[src/rtl/gmii_tx_framer.sv]
// gmii_tx_framer
// Turns whole frames from a valid/ready byte source into a GMII transmit
// byte stream: preamble + SFD, payload zero-padded to MIN_DATA bytes,
// CRC-32 FCS (least-significant byte first), then an enforced idle gap.
// If the source runs dry mid-payload, one error byte is sent with txer set
// and the rest of that frame is swallowed from the source.
//
// Ports
//   reset       async active-high reset
//   user_clk    byte clock, one GMII byte per cycle
//   enable      allows a new frame to start (looked at only while idle)
//   s_data      payload byte
//   s_valid     s_data valid
//   s_last      last payload byte of the frame
//   s_ready     byte accepted when s_valid & s_ready (DATA or DROP only)
//   txd         GMII transmit data (registered)
//   txen        GMII transmit enable (registered)
//   txer        GMII transmit error (registered)
//   busy        high whenever a frame, drop or gap is in progress
//   frame_done  one-cycle pulse while the final FCS byte is on txd
//   underrun    one-cycle pulse while txer is driven
module gmii_tx_framer #(
  parameter int PREAMBLE_LEN = 7,
  parameter int MIN_DATA     = 60,
  parameter int IFG_BYTES    = 12
) (
  input  logic       reset,
  input  logic       user_clk,
  input  logic       enable,
  input  logic [7:0] s_data,
  input  logic       s_valid,
  input  logic       s_last,
  output logic       s_ready,
  output logic [7:0] txd,
  output logic       txen,
  output logic       txer,
  output logic       busy,
  output logic       frame_done,
  output logic       underrun
);

  typedef enum logic [2:0] {
    IDLE,
    PREAMBLE,
    DATA,
    PAD,
    FCS,
    DROP,
    IFG
  } state_t;

  localparam logic [3:0]  PRE_LAST = 4'(PREAMBLE_LEN);
  localparam logic [15:0] MIN_CNT  = 16'(MIN_DATA);
  localparam logic [7:0]  IFG_LAST = 8'(IFG_BYTES - 1);

  state_t      state;
  logic [31:0] crc;
  logic [3:0]  pre_cnt;
  logic [15:0] byte_cnt;
  logic [1:0]  fcs_cnt;
  logic [7:0]  ifg_cnt;

  // Reflected CRC-32 (poly 0xEDB88320), one byte, LSB first.
  function automatic logic [31:0] crc32_byte(input logic [31:0] c, input logic [7:0] d);
    logic [31:0] r;
    r = c ^ {24'h000000, d};
    for (int i = 0; i < 8; i++) begin
      r = r[0] ? ((r >> 1) ^ 32'hEDB88320) : (r >> 1);
    end
    return r;
  endfunction

  logic [15:0] byte_cnt_inc;
  logic [31:0] crc_data;
  logic [31:0] crc_pad;
  logic [31:0] fcs;
  logic [7:0]  fcs_byte;

  // Payload byte count saturates so very long frames never wrap back below
  // MIN_DATA.
  assign byte_cnt_inc = (byte_cnt == 16'hFFFF) ? byte_cnt : byte_cnt + 16'd1;
  assign crc_data     = crc32_byte(crc, s_data);
  assign crc_pad      = crc32_byte(crc, 8'h00);
  assign fcs          = ~crc;

  always_comb begin
    fcs_byte = fcs[7:0];
    case (fcs_cnt)
      2'd0: fcs_byte = fcs[7:0];
      2'd1: fcs_byte = fcs[15:8];
      2'd2: fcs_byte = fcs[23:16];
      2'd3: fcs_byte = fcs[31:24];
      default: fcs_byte = fcs[7:0];
    endcase
  end

  assign s_ready = (state == DATA) || (state == DROP);
  assign busy    = (state != IDLE);

  always_ff @(posedge user_clk or posedge reset) begin
    if (reset) begin
      state      <= IDLE;
      txd        <= 8'h00;
      txen       <= 1'b0;
      txer       <= 1'b0;
      frame_done <= 1'b0;
      underrun   <= 1'b0;
      crc        <= 32'hFFFFFFFF;
      pre_cnt    <= 4'd0;
      byte_cnt   <= 16'd0;
      fcs_cnt    <= 2'd0;
      ifg_cnt    <= 8'd0;
    end else begin
      frame_done <= 1'b0;
      underrun   <= 1'b0;
      txer       <= 1'b0;
      case (state)
        IDLE: begin
          txd  <= 8'h00;
          txen <= 1'b0;
          if (enable && s_valid) begin
            txd     <= 8'h55;
            txen    <= 1'b1;
            pre_cnt <= 4'd1;
            state   <= PREAMBLE;
          end
        end
        PREAMBLE: begin
          if (pre_cnt < PRE_LAST) begin
            txd     <= 8'h55;
            pre_cnt <= pre_cnt + 4'd1;
          end else begin
            txd      <= 8'hD5;
            crc      <= 32'hFFFFFFFF;
            byte_cnt <= 16'd0;
            fcs_cnt  <= 2'd0;
            state    <= DATA;
          end
        end
        DATA: begin
          if (s_valid) begin
            txd      <= s_data;
            crc      <= crc_data;
            byte_cnt <= byte_cnt_inc;
            if (s_last) begin
              state <= (byte_cnt_inc < MIN_CNT) ? PAD : FCS;
            end
          end else begin
            // Source ran dry: flag the frame as bad on the wire.
            txd      <= 8'h00;
            txen     <= 1'b1;
            txer     <= 1'b1;
            underrun <= 1'b1;
            state    <= DROP;
          end
        end
        PAD: begin
          txd      <= 8'h00;
          crc      <= crc_pad;
          byte_cnt <= byte_cnt_inc;
          if (byte_cnt_inc >= MIN_CNT) begin
            state <= FCS;
          end
        end
        FCS: begin
          txd     <= fcs_byte;
          fcs_cnt <= fcs_cnt + 2'd1;
          if (fcs_cnt == 2'd3) begin
            frame_done <= 1'b1;
            ifg_cnt    <= 8'd0;
            state      <= IFG;
          end
        end
        DROP: begin
          txd  <= 8'h00;
          txen <= 1'b0;
          if (s_valid && s_last) begin
            ifg_cnt <= 8'd0;
            state   <= IFG;
          end
        end
        IFG: begin
          txd  <= 8'h00;
          txen <= 1'b0;
          if (ifg_cnt >= IFG_LAST) begin
            ifg_cnt <= 8'd0;
            state   <= IDLE;
          end else begin
            ifg_cnt <= ifg_cnt + 8'd1;
          end
        end
        default: state <= IDLE;
      endcase
    end
  end

endmodule

[config.mk]
export PLATFORM = sky130hd
export DESIGN_NAME = gmii_tx_framer
export DESIGN_NICKNAME = d
export VERILOG_FILES = /design/src/rtl/gmii_tx_framer.sv
export SDC_FILE = /design/constraint.sdc
export NUM_CORES = 1
export LEC_CHECK = 0
export CELL_PAD_IN_SITES_DETAIL_PLACEMENT = 0
export CELL_PAD_IN_SITES_GLOBAL_PLACEMENT = 1
export CORE_MARGIN = 3
export CORE_UTILIZATION = 47
export CTS_BUF_LIST = sky130_fd_sc_hd__clkbuf_16
export CTS_CLUSTER_SIZE = 30
export DETAILED_ROUTE_END_ITERATION = 10
export GPL_TIMING_DRIVEN = 0
export PLACE_DENSITY_LB_ADDON = 0.12
export SLEW_MARGIN = 20
export SYNTH_ARGS = -nofsm -noshare
export SYNTH_HDL_FRONTEND = slang
export SYNTH_SLANG_ARGS = --single-unit
[constraint.sdc]
create_clock -name user_clk -period 3.37 [get_ports user_clk]
set_input_delay 1.011 -clock user_clk [delete_from_list [all_inputs] [get_ports user_clk]]
set_output_delay 1.011 -clock user_clk [all_outputs]
set_load 0.01 [all_outputs]
==> flow_summary.toml <==
[drt]
wirelength_mm = 15.8
ant_nets = 0
dr.pass1.iters = 5
drc_errors = 0
wl_met2_mm = 7.11
wl_met1_mm = 7.48
num_vias = 4709
drt_iter0_markers = 495
routedWlPerCell_um = 19.5
topRoutingLayerUsed = "met4"
wl_met3_um = 967
drt-vias-per-instance = 5.81

[synth]
synth_seq_cells = 76
synth_top_flop_cell = "dfrtp_1"
yosysWarnings = 0
netlist.top_cell.by_area = "dfrtp_1"
synth_top_family_by_area = "XOR/XNOR gates"
synthCells = 626
ys_top_cells_by_area = "dfrtp_1 (20%), dfstp_2 (15%), xnor2_1 (14%)"
synth_xor_area_frac = 0.243
synth.most_common_cell = "xnor2_1"
yosys.area_share.simple = 0.150
synth_compound_area_frac = 0.193
synth_edf_count = 0
yosysSeqAreaShare = 0.347
postSynthAreaPerCell_um2 = 8.94
yosysTopAreaCellShare = 0.197
ys_types = 61
synthTopCellsByCount = "xnor2_1 (92), nor2_1 (63), nand2_1 (57), dfrtp_1 (44)"
synthMuxAreaShare = 0.00760
syn_area_um2 = 5590
synth_fa_ha_area_frac = 0.0157
synth_nets = 646
async_reset_ff_frac = 1.00

[worst_setup_path]
arrival_ps = 2180
critPathMaxFanout = 8
start_kind = "flip-flop"
critPathKind = "reg2out"
required_ps = 2360
crit_path_end_kind = "output port"

[layout]
final_util = 0.548
antennaDiodeCount = 0
drive_gt1_frac = 0.133
syn2layout_area_growth_pct = 12.8
layout.nets = 682
final_cell_area_um2 = 6310
fill_cells = 1082

[die]
start_util = 0.486
dieHeight_um = 115
ioPinCount = 27
die_w_um = 115
die_area_um2 = 13200
rows = 39
core_um2 = 11500

[sta]
clock_skew_ps = 6.13
fin_crit_ps = 3200
fmax_mhz = 313
setup_viol = 0
final_max_slew_viol_count = 0
rsz0062_at_grt = "false"
hold_viol = 0
slew_headroom = 0.372
post-route-period-util = 0.948
worst_hold_slack_ps = 501
setup_tns_ps = 0
max_slew.worst_pin.slew_ps = 934

[clocking]
cts_root_buf = "clkbuf_16"
clk_latency_ps = 350
clk_pin_slew_ps = 60
ctsHtreeMaxLevel = 3
cts_tree = "yes"
cts_sinks = 76
cts-buffers-inserted = 9
cts_buffer_depth = 2
post_cts_buffers = 0
cts_hold_buf = 0

[power]
vdd_drop_max_v = 0.000597
power_mw = 7.34
powerDensity_nw_per_um2 = 1160
leakage_nw = 2.42

[place]
gp_congestion = 0.919
portBuffers = 24
post_dp_cell_area_um2 = 6040
hpwl_mm = 11.6

[grt]
grt_max_degree = 51
grt_pass1_vias = 4646
grt_first_pass_wirelength_mm = 25.5
antenna_found_initial = 0
groute.usage.overall = 0.252
gr-total-overflow = 0

[run]
cap_violations = 0

[run_status]
outcome = "finished clean"

[hold_path]
hold_path_class = "reg2reg"
[per-layer routing]
metal	vias to the layer above	track usage
met5	-	0
met4	0	0.0869
met3	17	0.0511
met2	143	0.381
met1	2300	0.358
li1	2249	-
[logic make-up (layout without fill, tap and decap cells)]
kind of cell             Yosys count  in the layout
XOR/XNOR                         137            137
AND/OR/NAND/NOR                  185            185
AO/OA/AOI/OAI                    164            164
multiplexers                       4              4
flip-flops                        76             76
adder cells (fa/ha/maj)            7              7
buffers and inverters             53             94
[power by group]
group          internal (mW)  switching [mW]  leakage [nW]
Combinational           2.13            2.77          1.37
Sequential              1.30           0.254         0.926
Clock                  0.488           0.395         0.127
[timing repair]
| action | CTS | global route |
|---|---|---|
| endpoints found under the setup margin | 1 | 8 |
| gates resized for setup | 1 | 4 |
| gates cloned | 0 | 0 |
[layout make-up]
class | instances | area, um^2 | area share
multi-input combinational | 497 | 3410 | 0.540
tap | 143 | 179 | 0.0284
buffer | 40 | 199 | 0.0315
sequential | 76 | 1940 | 0.308
timing repair buffer | 25 | 268 | 0.0424
inverter | 13 | 51.3 | 0.00813
clock buffer | 9 | 225 | 0.0357
clock inverter | 7 | 36.3 | 0.00575
[flip-flops by register name (all words and copies together), names as in the netlist]
register and count:
underrun 1, state 3, fcs_cnt 2, ifg_cnt 8, pre_cnt 4, byte_cnt 16
crc 32, txen 1, frame_done 1, txd 8
[through the flow]
stage,cells,setup slack [ps]
finish,810,174
global placement,793,-916
detailed placement,794,-306
floorplan,626,474
global route,810,45.5
CTS,810,36.0
[final timing paths]
path / end / slack (ps) / start / cells after the start
worst min-delay path: crc[19] / 500 / crc[19] / 2
max in group asynchronous: crc[17] / 1740 / reset / 3
worst max register to register: byte_cnt[2] / 700 / pre_cnt[0] / 9
worst max-delay path: s_ready / 170 / state[1] / 6
worst min register to register: crc[19] / 500 / crc[19] / 2
min in group asynchronous: ifg_cnt[0] / 990 / reset / 2
[placed cells by master (no fill, tap or decap), drive strengths merged, types with 3 or more instances in the layout]
| master | n |
|---|---|
| dfstp | 32 |
| ha | 7 |
| nor3 | 11 |
| a31oi | 15 |
| xnor2 | 101 |
| or2 | 3 |
| o311ai | 5 |
| nor2b | 8 |
| o311a | 3 |
| and4 | 3 |
| nand2 | 57 |
| a21boi | 3 |
| clkbuf | 31 |
| xor2 | 36 |
| nand2b | 4 |
| a21o | 3 |
| a21oi | 35 |
| clkinv | 5 |
| nand3 | 15 |
| o22a | 3 |
| o221ai | 9 |
| clkdlybuf4s50 | 24 |
| and3 | 9 |
| o21ai | 36 |
| inv | 13 |
| nand4 | 4 |
| o22ai | 13 |
| dfrtp | 44 |
| nor2 | 63 |
| o21a | 14 |
| a22oi | 4 |
| buf | 19 |
| o31ai | 4 |
| and2 | 3 |
[critical path, cell delays in order, from the launching register on]
cell	delay, ps
dfrtp_1	320
clkbuf_1	280
nor2b_1	180
clkbuf_2	220
nand2_2	200
nand2_1	120
clkdlybuf4s50_1	530
No activity file was read; power rests on OpenSTA's default activity.
